File: src/rtl/seq_pattern_ctrl.sv
// rtl/seq_pattern_ctrl.sv - programmable serial pattern detector with cfg handshake and saturating match counter
//
// Purpose: accepts a pattern configuration in IDLE, arms, then detects the
// pattern on a serial bit stream while in RUN, pulsing out for one cycle per
// match and counting matches since the last start.
//
// Ports:
//   clk          clock, rising edge
//   reset        asynchronous active-low reset
//   cfg_valid    configuration offered
//   cfg_ready    configuration accepted this cycle if cfg_valid (IDLE only)
//   cfg_pattern  pattern; bit [len-1] is the first bit on the wire
//   cfg_len      pattern length (0 -> 1, >MAXLEN -> MAXLEN)
//   cfg_overlap  1 = overlapping matches allowed
//   start        begin detection (ARMED only)
//   stop         end detection (RUN only)
//   in           serial data bit
//   in_valid     qualifies in
//   out          registered one-cycle match pulse
//   busy         high in RUN
//   match_count  matches since last start, saturating
//   count_sat    sticky, set when an increment is attempted at all-ones
module seq_pattern_ctrl #(
  parameter int MAXLEN = 8,
  parameter int CNTW   = 8
) (
  input  logic                           clk,
  input  logic                           reset,
  input  logic                           cfg_valid,
  output logic                           cfg_ready,
  input  logic [MAXLEN-1:0]              cfg_pattern,
  input  logic [$clog2(MAXLEN+1)-1:0]    cfg_len,
  input  logic                           cfg_overlap,
  input  logic                           start,
  input  logic                           stop,
  input  logic                           in,
  input  logic                           in_valid,
  output logic                           out,
  output logic                           busy,
  output logic [CNTW-1:0]                match_count,
  output logic                           count_sat
);

  localparam int LW = $clog2(MAXLEN+1);

  typedef enum logic [1:0] {IDLE, ARMED, RUN} state_t;

  state_t            state_q, state_d;
  logic [MAXLEN-1:0] pat_q;
  logic [LW-1:0]     len_q;
  logic              ovl_q;
  logic [MAXLEN-1:0] hist_q;
  logic [LW-1:0]     fill_q;
  logic              out_q;
  logic [CNTW-1:0]   cnt_q;
  logic              sat_q;

  logic              cfg_fire;
  logic              start_fire;
  logic [LW-1:0]     len_clamped;
  logic [MAXLEN-1:0] hist_nx;
  logic [LW-1:0]     fill_inc;
  logic [MAXLEN-1:0] mask;
  logic              match;

  // State register
  always_ff @(posedge clk or negedge reset) begin
    if (!reset) state_q <= IDLE;
    else        state_q <= state_d;
  end

  // Next-state and state-decoded outputs
  always_comb begin
    state_d   = state_q;
    cfg_ready = 1'b0;
    busy      = 1'b0;
    case (state_q)
      IDLE: begin
        cfg_ready = 1'b1;
        if (cfg_valid) state_d = ARMED;
      end
      ARMED: begin
        if (start) state_d = RUN;
      end
      RUN: begin
        busy = 1'b1;
        if (stop) state_d = IDLE;
      end
      default: state_d = IDLE;
    endcase
  end

  assign cfg_fire   = cfg_valid && (state_q == IDLE);
  assign start_fire = start && (state_q == ARMED);

  always_comb begin
    len_clamped = cfg_len;
    if (cfg_len == '0)              len_clamped = LW'(1);
    else if (cfg_len > LW'(MAXLEN)) len_clamped = LW'(MAXLEN);
  end

  // Match is judged on the history/fill including the bit being sampled now.
  assign hist_nx  = {hist_q[MAXLEN-2:0], in};
  assign fill_inc = (fill_q == LW'(MAXLEN)) ? fill_q : fill_q + LW'(1);

  always_comb begin
    mask = '0;
    for (int i = 0; i < MAXLEN; i++) mask[i] = (i < int'(len_q));
  end

  assign match = (state_q == RUN) && in_valid && (fill_inc >= len_q) &&
                 (((hist_nx ^ pat_q) & mask) == '0);

  // Datapath
  always_ff @(posedge clk or negedge reset) begin
    if (!reset) begin
      pat_q  <= '0;
      len_q  <= LW'(1);
      ovl_q  <= 1'b0;
      hist_q <= '0;
      fill_q <= '0;
      out_q  <= 1'b0;
      cnt_q  <= '0;
      sat_q  <= 1'b0;
    end else begin
      out_q <= match;
      if (cfg_fire) begin
        pat_q <= cfg_pattern;
        len_q <= len_clamped;
        ovl_q <= cfg_overlap;
      end
      if (start_fire) begin
        hist_q <= '0;
        fill_q <= '0;
        cnt_q  <= '0;
        sat_q  <= 1'b0;
      end else if ((state_q == RUN) && in_valid) begin
        hist_q <= hist_nx;
        // Without overlap, restart filling so no matched bit is reused.
        fill_q <= (match && !ovl_q) ? '0 : fill_inc;
        if (match) begin
          if (&cnt_q) sat_q <= 1'b1;
          else        cnt_q <= cnt_q + CNTW'(1);
        end
      end
    end
  end

  assign out         = out_q;
  assign match_count = cnt_q;
  assign count_sat   = sat_q;

endmodule
File: config.mk
export PLATFORM = sky130hd
export DESIGN_NAME = seq_pattern_ctrl
export DESIGN_NICKNAME = d
export VERILOG_FILES = /design/src/rtl/seq_pattern_ctrl.sv
export SDC_FILE = /design/constraint.sdc
export NUM_CORES = 1
export LEC_CHECK = 0
export CELL_PAD_IN_SITES_DETAIL_PLACEMENT = 1
export CELL_PAD_IN_SITES_GLOBAL_PLACEMENT = 1
export CORE_UTILIZATION = 25
export DETAILED_ROUTE_END_ITERATION = 8
export PLACE_DENSITY = 0.62
export REMOVE_ABC_BUFFERS = 1
export SYNTH_ARGS = -nofsm -noshare
export SYNTH_HDL_FRONTEND = slang
export SYNTH_SLANG_ARGS = --single-unit
File: constraint.sdc
create_clock -name clk -period 2.7 [get_ports clk]
set_input_delay 0.405 -clock clk [delete_from_list [all_inputs] [get_ports clk]]
set_output_delay 0.405 -clock clk [all_outputs]
set_load 0.005 [all_outputs]
==> flow_summary.ini, run 1 <==
[outcome]
status = complete, no violations

[synthesis]
synthFlopType = dfrtp_1
yosys_warnings = 0
synthesis.area_per_instance_um2 = 10.9
synth_area_um2 = 1820
synth_edf_count = 0
synth_cell_type_count = 39
ys_seq_area_share_pct = 49.5
ys_ff_latch = 36
synthArstFlopShare_pct = 100
synthCells = 167

[power]
p_seq_share_pct = 43.6
swShare_pct = 33.3
clkPwrFrac_pct = 20.3
power.density_nw_per_um2 = 737
cellLeakagePower_nw = 1.02
ir_drop_v = 0.000315
intPower_mw = 1.18
p_comb_share_pct = 36.1
p_switching_uw = 590

[sta]
finalHoldViolations = 0
worst_pin_slew_ns = 0.644
fmax_mhz = 388
min_period_ns = 2.58
skew_ns = 0.00559
worst_hold_slack_ns = 0.508
tns_ns = 0
slew_headroom_pct = 57.0
slew_viol_final = 0
setup_viol = 0
fin_crit_sh_pct = 95.4

[min_path]
min-delay-start = count_sat$_DFFE_PN0P_
hold-path-endpoint = count_sat$_DFFE_PN0P_
hp-class = register to register
hold_path_depth = 2

[finish]
drive_above_1_share_pct = 17.6
n_fill_cell = 794
areaGrowthSynthToFinish_pct = 31.6
final_area_um2 = 2400
antenna_cells = 0
nets = 237

[global_routing]
grt-ovfl-total = 0
antenna_found_initial = 0
grt_max_degree = 37
grt_pass1_wl_um = 7030
grt_use_total_pct = 12.1
grt_pass1_vias = 1427

[clocking]
cts_buffers = 5
clock_latency_ns = 0.29
htree_levels = 2
clock-root-buffer = clkbuf_8
path_clk_slew_ns = 0.07
ctsLongestPathBuffers = 2
clock_sinks = 36
hold_buffers = 0
cts_tree = done

[floorplan]
die_h_um = 87.4
initial_core_util_pct = 26.4
die_w_um = 87.4
core_um2 = 6910
die-area_um2 = 7640
rows = 30
io_pins = 32

[worst_setup_path]
timing.rr.end = match_count[7]$_DFFE_PN0P_
r2r_start = fill_q[0]$_DFFE_PN0P_
cp_data_arrival_time_ns = 2.80
reg2reg_slack_ns = 0.12
crit_path_end_kind = register
crit_path_start_kind = register
cp.required_ns = 2.92
critPathKind = register to register
path_max_fanout = 7
reg2reg_depth = 13

[flow_run]
maxCapViolations = 0

[placement]
place_area_um2 = 2270
port_buffers = 31
hpwl_um = 2990
gp_congestion = 0.780

[detailed_routing]
ant_nets = 0
routed_wl_um = 4080
drc_errors = 0
drt_pass1_iterations = 4
viasPerCell = 4.55
drtIter0Drc = 60
num_vias = 1391
drt-wirelength-per-cell_um = 13.3
## layout make-up
class	count	area, um2	share of cell area [%]
Clock buffer	6	72.6	3.02
Clock inverter	1	5.00	0.208
Inverter	10	37.5	1.56
Multi-Input combinational cell	117	882	36.7
Sequential cell	36	902	37.6
Tap cell	96	120	5.00
Timing Repair Buffer	40	382	15.9
## worst max-delay path, cell delays in order (launching register included)
cell and delay [ns]:
dfrtp_1 0.40, inv_2 0.06, ha_1 0.21, nand2_2 0.09
nand2_1 0.05, mux2i_1 0.19, ha_2 0.22, o21a_1 0.13
o22ai_1 0.08, a221oi_2 0.18, buf_4 0.16, nand3_4 0.10
or4_4 0.50, a21oi_2 0.13
## how the worst max path moves through the flow
stage	from	end	slack [ns]	cells after the start
2_1_floorplan	fill_q[0]$_DFFE_PN0P_	match_count[7]$_DFFE_PN0P_	0.23	11
3_3_place_gp	fill_q[0]$_DFFE_PN0P_	match_count[7]$_DFFE_PN0P_	0.17	11
3_5_place_dp	fill_q[0]$_DFFE_PN0P_	match_count[7]$_DFFE_PN0P_	0.05	12
4_1_cts	fill_q[0]$_DFFE_PN0P_	match_count[7]$_DFFE_PN0P_	0.04	12
5_1_grt	fill_q[0]$_DFFE_PN0P_	match_count[2]$_DFFE_PN0P_	-0.01	14
6_report	fill_q[0]$_DFFE_PN0P_	match_count[7]$_DFFE_PN0P_	0.12	13
## cells by family after synthesis
family          synth area share, %
flops                          49.5
mux                            8.37
xor+xnor                       5.28
fa+ha+maj                      4.80
compound gates                 15.6
buf+inv                        3.02
simple gates                   13.5
## sequential cells by signal, indices dropped and copies added (netlist names)
name,flops
pat_q,8
hist_q,7
fill_q,4
count_sat,1
ovl_q,1
len_q,4
state_q,2
match_count,8
out,1
## power by group through the flow
stage               Sequential (mW)  Combinational [mW]  Clock [mW]
floorplan                     0.752               0.423           0
global placement              0.781               0.580           0
detailed placement            0.784               0.597           0
CTS                           0.775               0.599       0.376
global route                  0.789               0.709       0.401
finish                        0.771               0.638       0.360
## layout by cell type, fill, tap and decap left out, types with 2 or more instances in the layout
cell             netlist  final
nor3_1                 4      4
nand2_1               12     11
mux2_2                10     10
o31ai_1                3      3
o21ai_0                9      9
nand2b_1               3      3
dfrtp_1               35     35
inv_1                 10      9
a22o_1                 6      6
buf_4                  0      8
clkdlybuf4s50_1        0     31
ha_1                   7      6
xor2_1                 6      6
a32o_1                 3      3
mux2i_1                4      4
xnor2_1                5      5
a221oi_2               2      2
a21oi_1                6      5
nand3_1                3      3
nor2_1                12     11
clkbuf_8               0      5
or3_1                  3      3
o21a_1                 2      2
## Yosys cell counts, types with 2 or more instances
cell,count,area share (%)
nor3_1,4,1.1
xnor2_1,5,2.4
mux2_2,10,6.2
o21ai_0,9,2.5
dfrtp_1,35,48
xor2_1,6,2.9
buf_2,2,0.55
a221oi_2,2,1.6
a32o_1,3,1.6
or4_1,2,0.82
o21a_1,2,0.82
a21oi_1,6,1.6
clkbuf_1,2,0.41
or3_1,3,1.0
nand3_1,3,0.82
ha_1,7,4.8
a22o_1,6,2.9
o31ai_1,3,1.2
mux2i_1,4,2.2
inv_1,10,2.1
nand2_1,12,2.5
nand2b_1,3,1.0
nor2_1,12,2.5
## metrics by stage
step                utilization (%)  std cells  power [mW]  worst slack (ns)
floorplan                         -        163        1.18             0.226
global route                   34.8        306        1.90          -0.00972
detailed placement             32.9        295        1.38            0.0512
global placement               32.9        295        1.36             0.166
CTS                            34.1        302        1.75            0.0410
finish                         34.8        306        1.77             0.124
## per-layer routing
layer  vias to the layer above  track usage, %  part of all wire, %
met2                        20            18.3                   46
met5                         -               0                    0
met1                       682            16.6                   49
li1                        685               -                    -
met3                         4            3.32                  3.5
met4                         0            4.02                  1.4
## what timing repair did
item | CTS | global route
resized for setup | 0 | 7
buffers inserted | 0 | 4
setup endpoints to repair | 0 | 6
Power figures use the tool's default switching activity.
==> inputs of run 2 (changes only) <==
Settings changed: DONT_BUFFER_PORTS set to 1, PLACE_DENSITY 0.62 to 0.55.
==> run 2 against run 1 <==
Against the previous run: utilization fell by 3.7 points; via count is 5.8% lower; hold slack got worse by 0.33 ns; sequential share of layout area increased by 4.4 points; critical path depth down 1; worst setup slack lost 0.034 ns; first-iteration DRC count fell by 33%; count of clock-buffer cells in the layout up 2; combinational power decreased by 0.8%; critical path type unchanged; largest cell class unchanged; largest power group unchanged.
==> flow_summary.ini, run 2 (synthesis results as in run 1) <==
[floorplan]
die_w_um = 87.4
initial_core_util_pct = 26.4
core_um2 = 6910
die-area_um2 = 7640
io_pins = 32
die_h_um = 87.4
rows = 30

[power]
power.density_nw_per_um2 = 840
swShare_pct = 33.9
intPower_mw = 1.19
p_comb_share_pct = 35.1
ir_drop_v = 0.000377
clkPwrFrac_pct = 21.9
p_switching_uw = 611
p_total_mw = 1.80
p_seq_share_pct = 43.0
cellLeakagePower_nw = 0.930

[placement]
place_inst = 262
dp_slack_ns = 0.0507
hpwl_um = 2930
gp_congestion = 0.694
port_buffers = 0
place_area_um2 = 1950

[finish]
layout_commonest_cell = dfrtp_1
fin_util_pct = 31.1
fin_cells = 279
drive_above_1_share_pct = 21.9
n_fill_cell = 805
most-common-layout-cells = 35 x dfrtp_1, 11 x nor2_1, 11 x nand2_1
final_area_um2 = 2150
areaGrowthSynthToFinish_pct = 17.8
nets = 209
antenna_cells = 0

[global_routing]
grt-ovfl-total = 0
grt_max_degree = 37
met1_usage_pct = 15.5
grt_pass1_wl_um = 6910
grt_pass1_vias = 1392
grt_use_met2_pct = 19.2
grt_use_total_pct = 12.0
grt.busiest_layer = met2
use_met3_pct = 3.51
antenna_found_initial = 0

[clocking]
htree_levels = 2
clock_sinks = 36
cts_tree = done
cts_buffers = 5
clock-root-buffer = clkbuf_8
ctsLongestPathBuffers = 2
clock_latency_ns = 0.28
path_clk_slew_ns = 0.07

[worst_setup_path]
path_max_fanout = 5
cp_data_arrival_time_ns = 2.83
critPathKind = register to register
crit_family = simple AND/OR/NAND/NOR gates
crit_path_start_kind = register
cp.required_ns = 2.92
path_common_cell = buf_4
critPathBufInv = 2
cp_cell_sequence = buf_4 > ha_1 > nand2_1 > mux2i_2 > ha_2 > o21a_1 > o22ai_1 > a221oi_2 > buf_4 > nand3_4 > or4_4 > a21oi_2
crit_path_end_kind = register
slowest_delay_ns = 0.53
slowest_stage = or4_4

[detailed_routing]
ant_nets = 0
drt_pass1_iterations = 4
drtIter0Drc = 40
viasPerCell = 4.70
routed_wl_um = 4160
drc_errors = 0
num_vias = 1311
drt-wirelength-per-cell_um = 14.9

[sta]
finalHoldViolations = 0
fmax_mhz = 383
skew_ns = 0.00332
min_period_ns = 2.61
setup_ws_ns = 0.0896
slew_headroom_pct = 50.8
worst_pin_slew_ns = 0.735
slew_viol_final = 0
fin_crit_sh_pct = 96.7
setup_viol = 0

[flow_run]
maxCapViolations = 0

[outcome]
status = complete, no violations

[min_path]
hp-class = primary input to register
[run 2: cell type report]
class / count / area [um2] / area share, %
flip-flops and latches: 36 / 902 / 42.0
multi-input cells: 118 / 901 / 41.9
well taps: 96 / 120 / 5.59
repair buffers: 11 / 97.6 / 4.54
clock buffers: 8 / 90.1 / 4.19
inverters: 10 / 37.5 / 1.75
[run 2: repair_timing]
item	CTS	global route
hold buffers	2	0
resized for setup	0	9
hold endpoints to repair	36	0
endpoints found under the setup margin	0	6
setup buffers	0	6
[run 2: worst paths after layout]
| kind | cells past startpoint | endpoint | slack (ns) | startpoint |
|---|---|---|---|---|
| setup / recovery | 12 | match_count[7]$_DFFE_PN0P_ | 0.09 | fill_q[0]$_DFFE_PN0P_ |
| hold / removal | 1 | len_q[0]$_DFFE_PN1P_ | 0.18 | cfg_len[3] |
| setup reg to reg | 12 | match_count[7]$_DFFE_PN0P_ | 0.09 | fill_q[0]$_DFFE_PN0P_ |
| hold reg to reg | 1 | ovl_q$_DFFE_PN0P_ | 0.52 | ovl_q$_DFFE_PN0P_ |
| max in group asynchronous | 2 | len_q[0]$_DFFE_PN1P_ | 1.86 | reset |
| min in group asynchronous | 2 | match_count[4]$_DFFE_PN0P_ | 0.57 | reset |
[run 2: per-stage QoR]
step / hold WS [ns] / TNS, ns
finish: 0.179 / 0
global route: 0.183 / -0.0411
global placement: 0.111 / 0
floorplan: 0.109 / 0
detailed placement: 0.110 / 0
CTS: 0.171 / 0
[run 2: per-layer routing]
layer,wire (um),up-vias
met5,0,-
met3,172,4
met4,61,0
met1,1870,652
met2,2060,24
li1,-,631
[run 2: power by group through the flow]
stage               registers [mW]  clock network, mW  logic [mW]
floorplan                    0.752                  0       0.423
global placement             0.786                  0       0.510
detailed placement           0.789                  0       0.522
CTS                          0.779              0.417       0.538
global route                 0.798              0.430       0.709
finish                       0.777              0.395       0.633
